--- src/rtl/brick_rand_loader.sv ---
`default_nettype none
// ============================================================================
//  Module      : brick_rand_loader
//  Description : Streams a pseudo-random 16x16 brick layout to the brick
//                matrix block, one entry per two-cycle slot. Colours come from
//                a free-running 16-bit Galois LFSR and a fixed four-colour
//                palette. Only the top FILL_ROWS rows can receive bricks.
//  Revision    : 1.0  initial release
// ============================================================================
module brick_rand_loader #(
    parameter logic [15:0] LFSR_SEED    = 16'hACE1,
    parameter int          FILL_ROWS    = 8,
    parameter int          EMPTY_THRESH = 4,
    parameter int          NUM_ENTRIES  = 255
) (
    input  logic       clk,
    input  logic       resetN,
    input  logic       start,
    output logic       random,
    output logic [7:0] randomColor,
    output logic [7:0] randomIndex,
    output logic       busy,
    output logic       done,
    output logic [8:0] brickCount
);

    localparam logic [1:0]  S_IDLE   = 2'd0;
    localparam logic [1:0]  S_STROBE = 2'd1;
    localparam logic [1:0]  S_HOLD   = 2'd2;
    localparam logic [1:0]  S_FIN    = 2'd3;

    // Rows are only 4 bits wide, so anything past 16 behaves like 16.
    localparam int          FILL_EFF    = (FILL_ROWS > 16) ? 16 :
                                          ((FILL_ROWS < 0) ? 0 : FILL_ROWS);
    localparam logic [7:0]  LAST_IDX    = 8'(NUM_ENTRIES - 1);
    localparam logic [15:0] LFSR_MASK   = 16'hB400;
    localparam logic [7:0]  COLOR_EMPTY = 8'hFF;
    localparam logic [7:0]  IDX_PARK    = 8'd255;
    localparam logic [8:0]  COUNT_MAX   = 9'd256;

    logic [1:0]  state_q, state_d;
    logic [15:0] lfsr_q,  lfsr_d;
    logic [7:0]  idx_q,   idx_d;
    logic [7:0]  color_q, color_d;
    logic [8:0]  count_q, count_d;

    logic [7:0]  next_idx;
    logic [3:0]  pick_row;
    logic [7:0]  pick_color;
    logic        enter_strobe;

    // State register.
    always_ff @(posedge clk or negedge resetN) begin
        if (!resetN) begin
            state_q <= S_IDLE;
        end else begin
            state_q <= state_d;
        end
    end

    // Next-state logic: IDLE -> STROBE <-> HOLD -> FIN -> IDLE.
    always_comb begin
        state_d = state_q;
        case (state_q)
            S_IDLE:   if (start) state_d = S_STROBE;
            S_STROBE: state_d = S_HOLD;
            S_HOLD:   state_d = (idx_q < LAST_IDX) ? S_STROBE : S_FIN;
            S_FIN:    state_d = S_IDLE;
            default:  state_d = S_IDLE;
        endcase
    end

    // Control outputs decoded straight from the current state.
    always_comb begin
        random = 1'b0;
        busy   = 1'b0;
        done   = 1'b0;
        case (state_q)
            S_STROBE: begin
                random = 1'b1;
                busy   = 1'b1;
            end
            S_HOLD:   busy = 1'b1;
            S_FIN:    done = 1'b1;
            default:  ;
        endcase
    end

    // Datapath registers: LFSR, slot index/colour and brick counter.
    always_ff @(posedge clk or negedge resetN) begin
        if (!resetN) begin
            lfsr_q  <= LFSR_SEED;
            idx_q   <= IDX_PARK;
            color_q <= COLOR_EMPTY;
            count_q <= 9'd0;
        end else begin
            lfsr_q  <= lfsr_d;
            idx_q   <= idx_d;
            color_q <= color_d;
            count_q <= count_d;
        end
    end

    // Free-running Galois LFSR; a zero state would lock up, so reseed.
    always_comb begin
        if (lfsr_q == 16'd0) begin
            lfsr_d = LFSR_SEED;
        end else if (lfsr_q[0]) begin
            lfsr_d = (lfsr_q >> 1) ^ LFSR_MASK;
        end else begin
            lfsr_d = lfsr_q >> 1;
        end
    end

    // Colour for the slot about to start, from the LFSR value at its first edge.
    always_comb begin
        next_idx     = (state_q == S_IDLE) ? 8'd0 : (idx_q + 8'd1);
        pick_row     = next_idx[7:4];
        enter_strobe = (state_d == S_STROBE) && (state_q != S_STROBE);
        if ((int'(pick_row) >= FILL_EFF) || (int'(lfsr_q[7:4]) < EMPTY_THRESH)) begin
            pick_color = COLOR_EMPTY;
        end else begin
            case (lfsr_q[1:0])
                2'd0:    pick_color = 8'h6D;
                2'd1:    pick_color = 8'hFC;
                2'd2:    pick_color = 8'hE0;
                default: pick_color = 8'h1F;
            endcase
        end
    end

    // Index/colour load at each slot start, park on FIN; count bricks during STROBE.
    always_comb begin
        idx_d   = idx_q;
        color_d = color_q;
        count_d = count_q;
        if ((state_q == S_IDLE) && start) begin
            count_d = 9'd0;
        end
        if (enter_strobe) begin
            idx_d   = next_idx;
            color_d = pick_color;
        end
        if ((state_q == S_STROBE) && (color_q != COLOR_EMPTY) && (count_q != COUNT_MAX)) begin
            count_d = count_q + 9'd1;
        end
        if ((state_d == S_FIN) && (state_q != S_FIN)) begin
            idx_d   = IDX_PARK;
            color_d = COLOR_EMPTY;
        end
    end

    assign randomIndex = idx_q;
    assign randomColor = color_q;
    assign brickCount  = count_q;

endmodule
`default_nettype wire

--- config.mk ---
export PLATFORM = sky130hd
export DESIGN_NAME = brick_rand_loader
export DESIGN_NICKNAME = d
export VERILOG_FILES = /design/src/rtl/brick_rand_loader.sv
export SDC_FILE = /design/constraint.sdc
export NUM_CORES = 1
export LEC_CHECK = 0
export BUFFER_PORTS_ARGS = -buffer_cell sky130_fd_sc_hd__buf_2
export CORE_UTILIZATION = 57
export DETAILED_ROUTE_END_ITERATION = 8
export GPL_TIMING_DRIVEN = 0
export PLACE_DENSITY = 0.9
export SLEW_MARGIN = 20
export SYNTH_ARGS = -nofsm -noshare
export SYNTH_HDL_FRONTEND = slang
export SYNTH_SLANG_ARGS = --single-unit
--- constraint.sdc ---
create_clock -name clk -period 2 [get_ports clk]
set_input_delay 0 -clock clk [delete_from_list [all_inputs] [get_ports clk]]
set_output_delay 0 -clock clk [all_outputs]
set_load 0.005 [all_outputs]
==> run_results.csv, run 1 <==
group,metric,value,unit
final_layout,syn_to_final_growth,15.56,%
timing,rsz0062_at_grt,"true",
setup_path,arrival,2.13,ns
place,place_inst,295,
clocking,clk_latency,0.30,ns
detailed_routing,drtPass1Iterations,4,
setup_path,start_kind,"flip-flop",
job,drv_cap,0,
place,dp_hpwl,3274,um
clocking,cts_buffer_depth,2,
detailed_routing,ant_nets,0,
floorplanning,core,3689,um^2
timing,worst_slew_pin_slew,0.8744,ns
floorplanning,rows,22,
setup_path,cpMaxStageDelayCell,"or4_1",
floorplanning,dieArea,4147,um^2
final_layout,multi_input_area,1046,um^2
final_layout,drive_above_1_share,0.3256,
floorplanning,num_io_pins,31,
clocking,cts_tree,"yes",
synthesis,ys_seq_area_frac,0.4746,
detailed_routing,detail_route.vias_per_cell,5.997,
timing,worst_hold_slack,0.07623,ns
timing,setup_ws,0.1079,ns
final_layout,antenna-diode-count,0,
synthesis,async_reset_ff_frac,1.000,
timing,fmax,528.5,MHz
synthesis,synth_edf_count,0,
timing,final.setup_skew,0.005930,ns
global_route,grt.total_usage,0.2605,
clocking,clock-root-buffer,"clkbuf_8",
floorplanning,die_width,64.40,um
final_layout,final_area,2565,um^2
global_route,gr-total-overflow,0,
clocking,cts_sinks,41,
place,gp_routability_congestion,0.8086,
synthesis,synth_cells,217,
synthesis,synth_cell_type_count,50,
hold_path,hp-class,"primary input to flip-flop",
setup_path,cpPeakStageDelay,0.47,ns
place,portBuffers,30,
timing,setup_viol,0,
global_route,grt_pass1_vias,1812,
setup_path,cp-end-kind,"flip-flop",
final_layout,fill_cells,289,
setup_path,crit_family,"simple AND/OR/NAND/NOR gates",
setup_path,path_class,"flip-flop to flip-flop",
setup_path,cp_max_fo,9,
setup_path,r2r-start,"state_q[1]",
timing,hold_viol,0,
detailed_routing,drt_wl_total,4728,um
synthesis,synth_fp_nets,231,
clocking,htreeDepth,2,
final_layout,nets,271,
final_layout,final-seq-area,1055,um^2
pwr,p_per_area,1349,nW/um^2
synthesis,synth_ff_type,"dfstp_2",
clocking,cts_made_buffers,5,
setup_path,crit_buf_inv,2,
synthesis,synth_area,2220,um^2
synthesis,ys_warn_count,0,
run_status,status,"finished clean",
final_layout,stdcell_count,306,
detailed_routing,drc,0,
floorplanning,initial_core_util,0.6018,
detailed_routing,vias,1835,
synthesis,syn_avg_cell_area,10.23,um^2
timing,fin_crit_sh,0.9461,
clocking,clk_pin_slew,0.08,ns
global_route,grt_pass1_wl,8190,um
floorplanning,die_y,64.40,um
timing,finalSetupTns,0,ns
timing,drv_slew,0,
detailed_routing,drt_first_iter_violations,113,
setup_path,cp_cell_sequence,"inv_1, ha_1, buf_6, nor2b_4, a211o_1, or4_1, nand3_1",
timing,relSlewSlack,0.4170,
global_route,grt_max_degree,42,
pwr,peakVddDrop,0.7122,mV
setup_path,critical_path_required,2.24,ns
place,placed_cell_area,2430,um^2
pwr,power_leakage,1.221,nW
timing,min_period,1.892,ns
place,dpl_worst_slack,-0.02148,ns
global_route,antenna_found_initial,0,
setup_path,cp-startpoint,"state_q[1]",
detailed_routing,wl_per_cell,15.45,um
hold_path,holdCritStartpoint,"start",
synthesis,synth_seq_cells,41,
[power breakdown]
part	internal, mW	switching [mW]
Combinational	0.689	0.878
Sequential	1.10	0.235
Clock	0.247	0.305
[per-layer routing]
layer	vias to the layer above	track usage	part of all wire
li1	866	-	-
met1	901	0.3228	0.44
met3	14	0.06964	0.041
met4	0	0.1111	0.027
met5	-	0	0
met2	54	0.4263	0.49
[layout make-up]
| type | instances | share of cell area |
|---|---|---|
| buffer | 15 | 0.02927 |
| clock buffer | 5 | 0.02683 |
| clock inverter | 3 | 0.008293 |
| inverter | 17 | 0.02488 |
| multi-input combinational | 144 | 0.4078 |
| sequential | 41 | 0.4112 |
| tap | 48 | 0.02341 |
| timing repair buffer | 33 | 0.06829 |
[placed cells by master (no fill, tap or decap), types with 8 or more instances in the layout]
cell type / n
nand2_1: 16
ha_1: 11
dfstp_2: 22
clkbuf_1: 9
buf_2: 32
dfrtp_1: 18
o21ai_0: 8
inv_1: 17
[worst paths after layout]
kind,end,slack (ns),cells after the start
setup / recovery,randomIndex[0],0.11,7
hold / removal,state_q[1],0.08,3
setup reg to reg,randomIndex[0],0.11,7
hold reg to reg,randomColor[4],0.47,2
max in group asynchronous,state_q[0],1.05,2
min in group asynchronous,lfsr_q[8],0.36,2
[synthesized netlist by cell type, types with 7 or more instances]
master | count | area share
dfstp_2 | 22 | 0.26
dfrtp_1 | 19 | 0.21
inv_1 | 17 | 0.029
nand2_1 | 16 | 0.027
clkbuf_1 | 11 | 0.019
ha_1 | 11 | 0.062
o21ai_0 | 9 | 0.020
nand3_1 | 7 | 0.016
o211a_1 | 7 | 0.032
o211ai_1 | 7 | 0.024
[flip-flops by register name (all words and copies together) (netlist names)]
register / count
brickCount: 9
state_q: 2
randomIndex: 8
randomColor: 6
lfsr_q: 16
[through the flow]
step / util / total power, mW
after floorplan: - / 2.336
after global placement: 0.6588 / 2.756
after detailed placement: 0.6588 / 2.827
after CTS: 0.6876 / 3.411
after global routing: 0.6954 / 3.730
final: 0.6954 / 3.460
[cell families after synthesis]
kind of cell	Yosys count	synth area share
AOI/OAI and AO/OA	57	0.1973
xor gates and xnor gates	4	0.01579
adders and majority gates	11	0.06201
buffers and inverters	32	0.06144
DFF	41	0.4746
muxes	2	0.009020
and+or+nand+nor	70	0.1798
[what timing repair did]
item / in CTS / in global routing
pin swaps: 0 / 1
gates resized for setup: 2 / 8
endpoints found under the hold margin: 19 / 0
hold buffers: 1 / 0
endpoints found under the setup margin: 5 / 23
setup buffers: 0 / 2
[tightest hold or removal path: cells and delay by family]
family	cells	cell delay, ns
buf+inv	1	0.15
simple gates	2	0.20
No activity file was read; power rests on OpenSTA's default activity.
==> run 2: changes to the inputs <==
--- a/config.mk
+++ b/config.mk
@@ -6,6 +6,7 @@
 export NUM_CORES = 1
 export LEC_CHECK = 0
 export BUFFER_PORTS_ARGS = -buffer_cell sky130_fd_sc_hd__buf_2
+export CORE_ASPECT_RATIO = 0.75
 export CORE_UTILIZATION = 57
 export DETAILED_ROUTE_END_ITERATION = 8
 export GPL_TIMING_DRIVEN = 0
==> run_results.csv, run 2 (synthesis results as in run 1) <==
group,metric,value,unit
setup_path,cp-end-kind,"flip-flop",
detailed_routing,ant_nets,0,
pwr,power.internal,2.073,mW
setup_path,r2r_setup_slack,0.08,ns
global_route,grt.total_usage,0.2579,
floorplanning,dieArea,4150,um^2
setup_path,r2r_cells,7,
clocking,cts_made_buffers,5,
timing,drv_slew,0,
setup_path,critical_path_required,2.23,ns
final_layout,regMostFlops,"lfsr_q",
setup_path,endpoint,"randomIndex[7]",
timing,rsz0062_at_grt,"false",
final_layout,stdcell_count,312,
detailed_routing,drtPass1Iterations,4,
global_route,grt_pass1_wl,7852,um
floorplanning,rows,19,
global_route,antenna_found_initial,0,
setup_path,reg2reg_to,"randomIndex[7]",
final_layout,final_area,2587,um^2
timing,finalSetupTns,0,ns
global_route,grt_pass1_vias,1651,
detailed_routing,drt_wl_total,4744,um
final_layout,layout_common_cells,"30 x buf_2, 22 x dfstp_2, 18 x dfrtp_1",
floorplanning,initial_core_util,0.6024,
final_layout,nets,273,
final_layout,final-seq-area,1055,um^2
setup_path,arrival,2.14,ns
setup_path,start_kind,"flip-flop",
run_status,status,"finished clean",
global_route,grt_use_met1,0.3792,
detailed_routing,drc,0,
global_route,use_met3,0.05616,
final_layout,final_core_util,0.7022,
global_route,gr-total-overflow,0,
setup_path,cp_max_fo,9,
floorplanning,core,3685,um^2
place,dp_hpwl,3340,um
clocking,htreeDepth,2,
timing,hold_viol,0,
final_layout,drive_above_1_share,0.3346,
pwr,p_seq_frac,0.382,
timing,worst_hold_slack,0.08477,ns
clocking,clk_pin_slew,0.08,ns
floorplanning,die_width,74.06,um
detailed_routing,vias,1825,
detailed_routing,detail_route.vias_per_cell,5.849,
place,gp_routability_congestion,0.8643,
timing,worst_slew_pin_slew,0.8713,ns
floorplanning,die_y,56.04,um
pwr,power.share.switching,0.4102,
pwr,peakVddDrop,0.8124,mV
final_layout,multi_input_area,1049,um^2
place,portBuffers,30,
clocking,cts_tree,"yes",
pwr,p_sw,1.442,mW
final_layout,syn_to_final_growth,16.57,%
timing,fin_crit_sh,0.9581,
place,placed_cell_area,2435,um^2
pwr,combinationalPowerShare,0.463,
timing,relSlewSlack,0.4191,
setup_path,r2r-start,"state_q[0]",
clocking,clk_latency,0.31,ns
hold_path,hp-class,"primary input to flip-flop",
floorplanning,num_io_pins,31,
clocking,cts_buffer_depth,2,
detailed_routing,wl_per_cell,15.21,um
global_route,gr-max-usage-layer,"met1",
place,place_inst,299,
final_layout,antenna-diode-count,0,
pwr,power.share.clock,0.155,
global_route,use_met2,0.3455,
pwr,p_per_area,1359,nW/um^2
final_layout,largest_reg_flops,16,
job,drv_cap,0,
pwr,power_leakage,1.224,nW
detailed_routing,drt_first_iter_violations,152,
timing,setup_viol,0,
timing,fmax,521.8,MHz
timing,final.setup_skew,0.004928,ns
clocking,clock-root-buffer,"clkbuf_8",
setup_path,path_class,"flip-flop to flip-flop",
setup_path,cp-startpoint,"state_q[0]",
final_layout,fill_cells,285,
timing,min_period,1.916,ns
global_route,grt_max_degree,42,
final_layout,mostFrequentLayoutCell,"buf_2",
clocking,cts_sinks,41,
run 2: cell types whose count changed in the layout (fill, tap and decap cells not counted), sizes merged:
| cell | before | now |
|---|---|---|
| clkinvlp | 1 | 2 |
| clkinv | 1 | 0 |
| clkbuf | 15 | 18 |
| inv | 18 | 17 |
run 2: final cells by class:
cell class	instances	share of cell area
Tap cell	52	0.02515
Clock buffer	6	0.02805
Sequential cell	41	0.4076
Inverter	17	0.02466
Buffer	15	0.02998
Clock inverter	2	0.005803
Multi-Input combinational cell	144	0.4052
Timing Repair Buffer	35	0.07350
run 2: timing repair:
action / 4_1_cts / 5_1_grt
resized for setup: 4 / 8
endpoints found under the hold margin: 19 / 0
setup endpoints to repair: 11 / 20
pin swaps: 0 / 1
buffers inserted: 0 / 4
hold buffers: 1 / 0
run 2: worst min-delay path by stage:
stage                     startpoint       endpoint  slack, ns  cells past startpoint
after floorplan               resetN  brickCount[0]      -0.30                      0
after global placement        resetN     state_q[0]       0.16                      1
after detailed placement      resetN     state_q[0]       0.17                      1
after CTS                      start     state_q[0]       0.07                      3
after global routing           start     state_q[1]       0.09                      3
final                          start     state_q[0]       0.08                      3
run 2: layer usage:
| metal | part of all wire | vias up |
|---|---|---|
| li1 | - | 871 |
| met1 | 0.47 | 887 |
| met2 | 0.44 | 55 |
| met3 | 0.058 | 12 |
| met4 | 0.029 | 0 |
| met5 | 0 | - |
run 2: worst max-delay path: stages, from the launching register on:
cell	delay (ns)
dfrtp_1	0.41
inv_2	0.07
ha_1	0.21
buf_6	0.14
nor2b_4	0.13
a211o_1	0.30
o41a_1	0.38
o211ai_1	0.19
run 2: power groups by stage:
stage / clock (mW) / sequential (mW) / combinational (mW)
final: 0.545 / 1.34 / 1.63
after global routing: 0.586 / 1.38 / 1.82
after CTS: 0.559 / 1.34 / 1.53
after detailed placement: 0 / 1.35 / 1.47
after global placement: 0 / 1.34 / 1.42
after floorplan: 0 / 1.31 / 1.03
run 2: through the flow:
stage	setup WS, ns	power, mW
floorplan	0.2054	2.336
global placement	-0.02262	2.765
detailed placement	-0.04469	2.818
CTS	0.02210	3.426
global route	0.007151	3.781
finish	0.08372	3.515
==> run 3: changes to the inputs <==
--- a/config.mk
+++ b/config.mk
@@ -7,10 +7,11 @@
 export LEC_CHECK = 0
 export BUFFER_PORTS_ARGS = -buffer_cell sky130_fd_sc_hd__buf_2
 export CORE_ASPECT_RATIO = 0.75
-export CORE_UTILIZATION = 57
+export CORE_UTILIZATION = 55
 export DETAILED_ROUTE_END_ITERATION = 8
 export GPL_TIMING_DRIVEN = 0
-export PLACE_DENSITY = 0.9
+export PLACE_DENSITY = 0.75
+export RECOVER_POWER = 100
 export SLEW_MARGIN = 20
 export SYNTH_ARGS = -nofsm -noshare
 export SYNTH_HDL_FRONTEND = slang
==> run_results.csv, run 3 (synthesis results as in run 1) <==
group,metric,value,unit
timing,fmax,508.7,MHz
setup_path,cpMaxStageDelayCell,"or4_4",
timing,drv_slew,0,
clocking,clock-root-buffer,"clkbuf_8",
clocking,htreeDepth,2,
global_route,grt_max_degree,42,
pwr,p_total,3.571,mW
floorplanning,dieArea,4296,um^2
final_layout,layout_common_cells,"26 x buf_2, 19 x dfrtp_1, 16 x inv_1, 16 x nand2_1, 14 x clkbuf_1",
clocking,cts_sinks,41,
global_route,grt_pass1_vias,1611,
run_status,status,"finished clean",
timing,setup_viol,0,
final_layout,drive_above_1_share,0.2989,
final_layout,nets,274,
place,gp_routability_congestion,0.7759,
floorplanning,initial_core_util,0.5909,
pwr,power_leakage,1.223,nW
place,portBuffers,30,
floorplanning,die_width,75.36,um
pwr,p_seq_frac,0.366,
detailed_routing,vias,1785,
setup_path,arrival,2.19,ns
final_layout,syn_to_final_growth,18.55,%
detailed_routing,wl_per_cell,14.87,um
place,placed_cell_area,2435,um^2
setup_path,start_kind,"flip-flop",
floorplanning,core,3756,um^2
clocking,cts_made_buffers,5,
final_layout,fill_cells,298,
timing,hold_viol,0,
timing,worst_slew_pin_slew,0.9887,ns
detailed_routing,drc,0,
setup_path,crit_buf_inv,2,
global_route,antenna_found_initial,0,
global_route,gr-total-overflow,0,
final_layout,mostFrequentLayoutCell,"buf_2",
detailed_routing,drt_wl_total,4655,um
hold_path,hp-class,"primary input to flip-flop",
pwr,power.share.clock,0.157,
hold_path,holdCritStartpoint,"start",
global_route,gr-max-usage-layer,"met1",
detailed_routing,ant_nets,0,
setup_path,critical_path_required,2.23,ns
timing,fin_crit_sh,0.9830,
floorplanning,die_y,57.02,um
detailed_routing,drt_first_iter_violations,98,
global_route,grt.total_usage,0.2432,
timing,relSlewSlack,0.3409,
detailed_routing,drtPass1Iterations,5,
pwr,p_per_area,1357,nW/um^2
clocking,cts_buffer_depth,2,
setup_path,cp_max_fo,9,
place,dp_hpwl,3147,um
global_route,use_met2,0.3482,
place,place_inst,299,
pwr,power.share.switching,0.4057,
detailed_routing,detail_route.vias_per_cell,5.703,
setup_path,crit_family,"simple AND/OR/NAND/NOR gates",
global_route,grt_use_met1,0.3696,
job,drv_cap,0,
global_route,grt_pass1_wl,7707,um
setup_path,path_class,"flip-flop to flip-flop",
timing,min_period,1.966,ns
clocking,clk_latency,0.29,ns
clocking,clk_pin_slew,0.07,ns
pwr,power.internal,2.122,mW
final_layout,antenna-diode-count,0,
pwr,p_sw,1.449,mW
final_layout,largest_reg_flops,16,
global_route,use_met3,0.05300,
final_layout,regMostFlops,"lfsr_q",
setup_path,cp-startpoint,"state_q[0]",
final_layout,stdcell_count,313,
timing,finalSetupTns,0,ns
floorplanning,rows,19,
pwr,peakVddDrop,1.006,mV
floorplanning,num_io_pins,31,
setup_path,cp-end-kind,"flip-flop",
setup_path,cp_cell_sequence,"inv_2, ha_4, buf_6, nor2b_4, a211o_4, or4_4, nand3_2",
setup_path,cpPeakStageDelay,0.52,ns
pwr,combinationalPowerShare,0.477,
timing,final.setup_skew,0.009642,ns
clocking,cts_tree,"yes",
final_layout,final_core_util,0.7005,
final_layout,final_area,2631,um^2
setup_path,r2r-start,"state_q[0]",
## run 3: power by group through the flow
stage	registers [mW]	clock network [mW]	logic, mW
2_1_floorplan	1.31	0	1.03
3_3_place_gp	1.34	0	1.45
3_5_place_dp	1.33	0	1.48
4_1_cts	1.32	0.579	1.52
5_1_grt	1.34	0.613	1.89
6_report	1.31	0.562	1.70
## run 3: cell type report
cell class | instances | area, um^2 | area share
tap | 52 | 65.06 | 0.02473
sequential | 41 | 1054 | 0.4004
clock inverter | 1 | 7.507 | 0.002853
multi-input combinational | 144 | 1085 | 0.4123
inverter | 17 | 63.81 | 0.02425
timing repair buffer | 36 | 192.7 | 0.07323
buffer | 15 | 77.57 | 0.02948
clock buffer | 7 | 86.33 | 0.03281
## run 3: stage by stage
stage	setup WS [ns]	hold WS [ns]
3_3_place_gp	-0.02592	0.1681
2_1_floorplan	0.2054	-0.2956
4_1_cts	0.03242	0.1027
5_1_grt	-0.03998	0.1283
3_5_place_dp	-0.07023	0.1684
6_report	0.03408	0.1178
## run 3: path summary, 6_finish.rpt
kind / end / slack, ns / cells past startpoint
min in group asynchronous: brickCount[7] / 0.40 / 2
hold / removal: state_q[0] / 0.12 / 3
max in group asynchronous: brickCount[5] / 0.99 / 2
setup reg to reg: randomIndex[0] / 0.03 / 7
setup / recovery: randomIndex[0] / 0.03 / 7
hold reg to reg: lfsr_q[2] / 0.46 / 1
## run 3: layer usage
layer / wire length [um] / part of all wire
met5: 0 / 0
met2: 2040 / 0.44
met3: 251 / 0.054
met4: 0 / 0
met1: 2363 / 0.51
## run 3: worst register-to-register path: cells and delay by family, from the launching register on
kind            cells  cell delay [ns]
fa+ha+maj           1             0.16
flops               1             0.44
simple gates        3             0.75
buf+inv             2             0.22
compound gates      1             0.35
## run 3: timing repair
action | in CTS | in global routing
setup buffers | 0 | 5
cloned | 0 | 0
pin swaps | 0 | 4
endpoints found under the setup margin | 6 | 22
endpoints found under the hold margin | 19 | 0
hold buffers | 1 | 0
gates resized for setup | 3 | 16
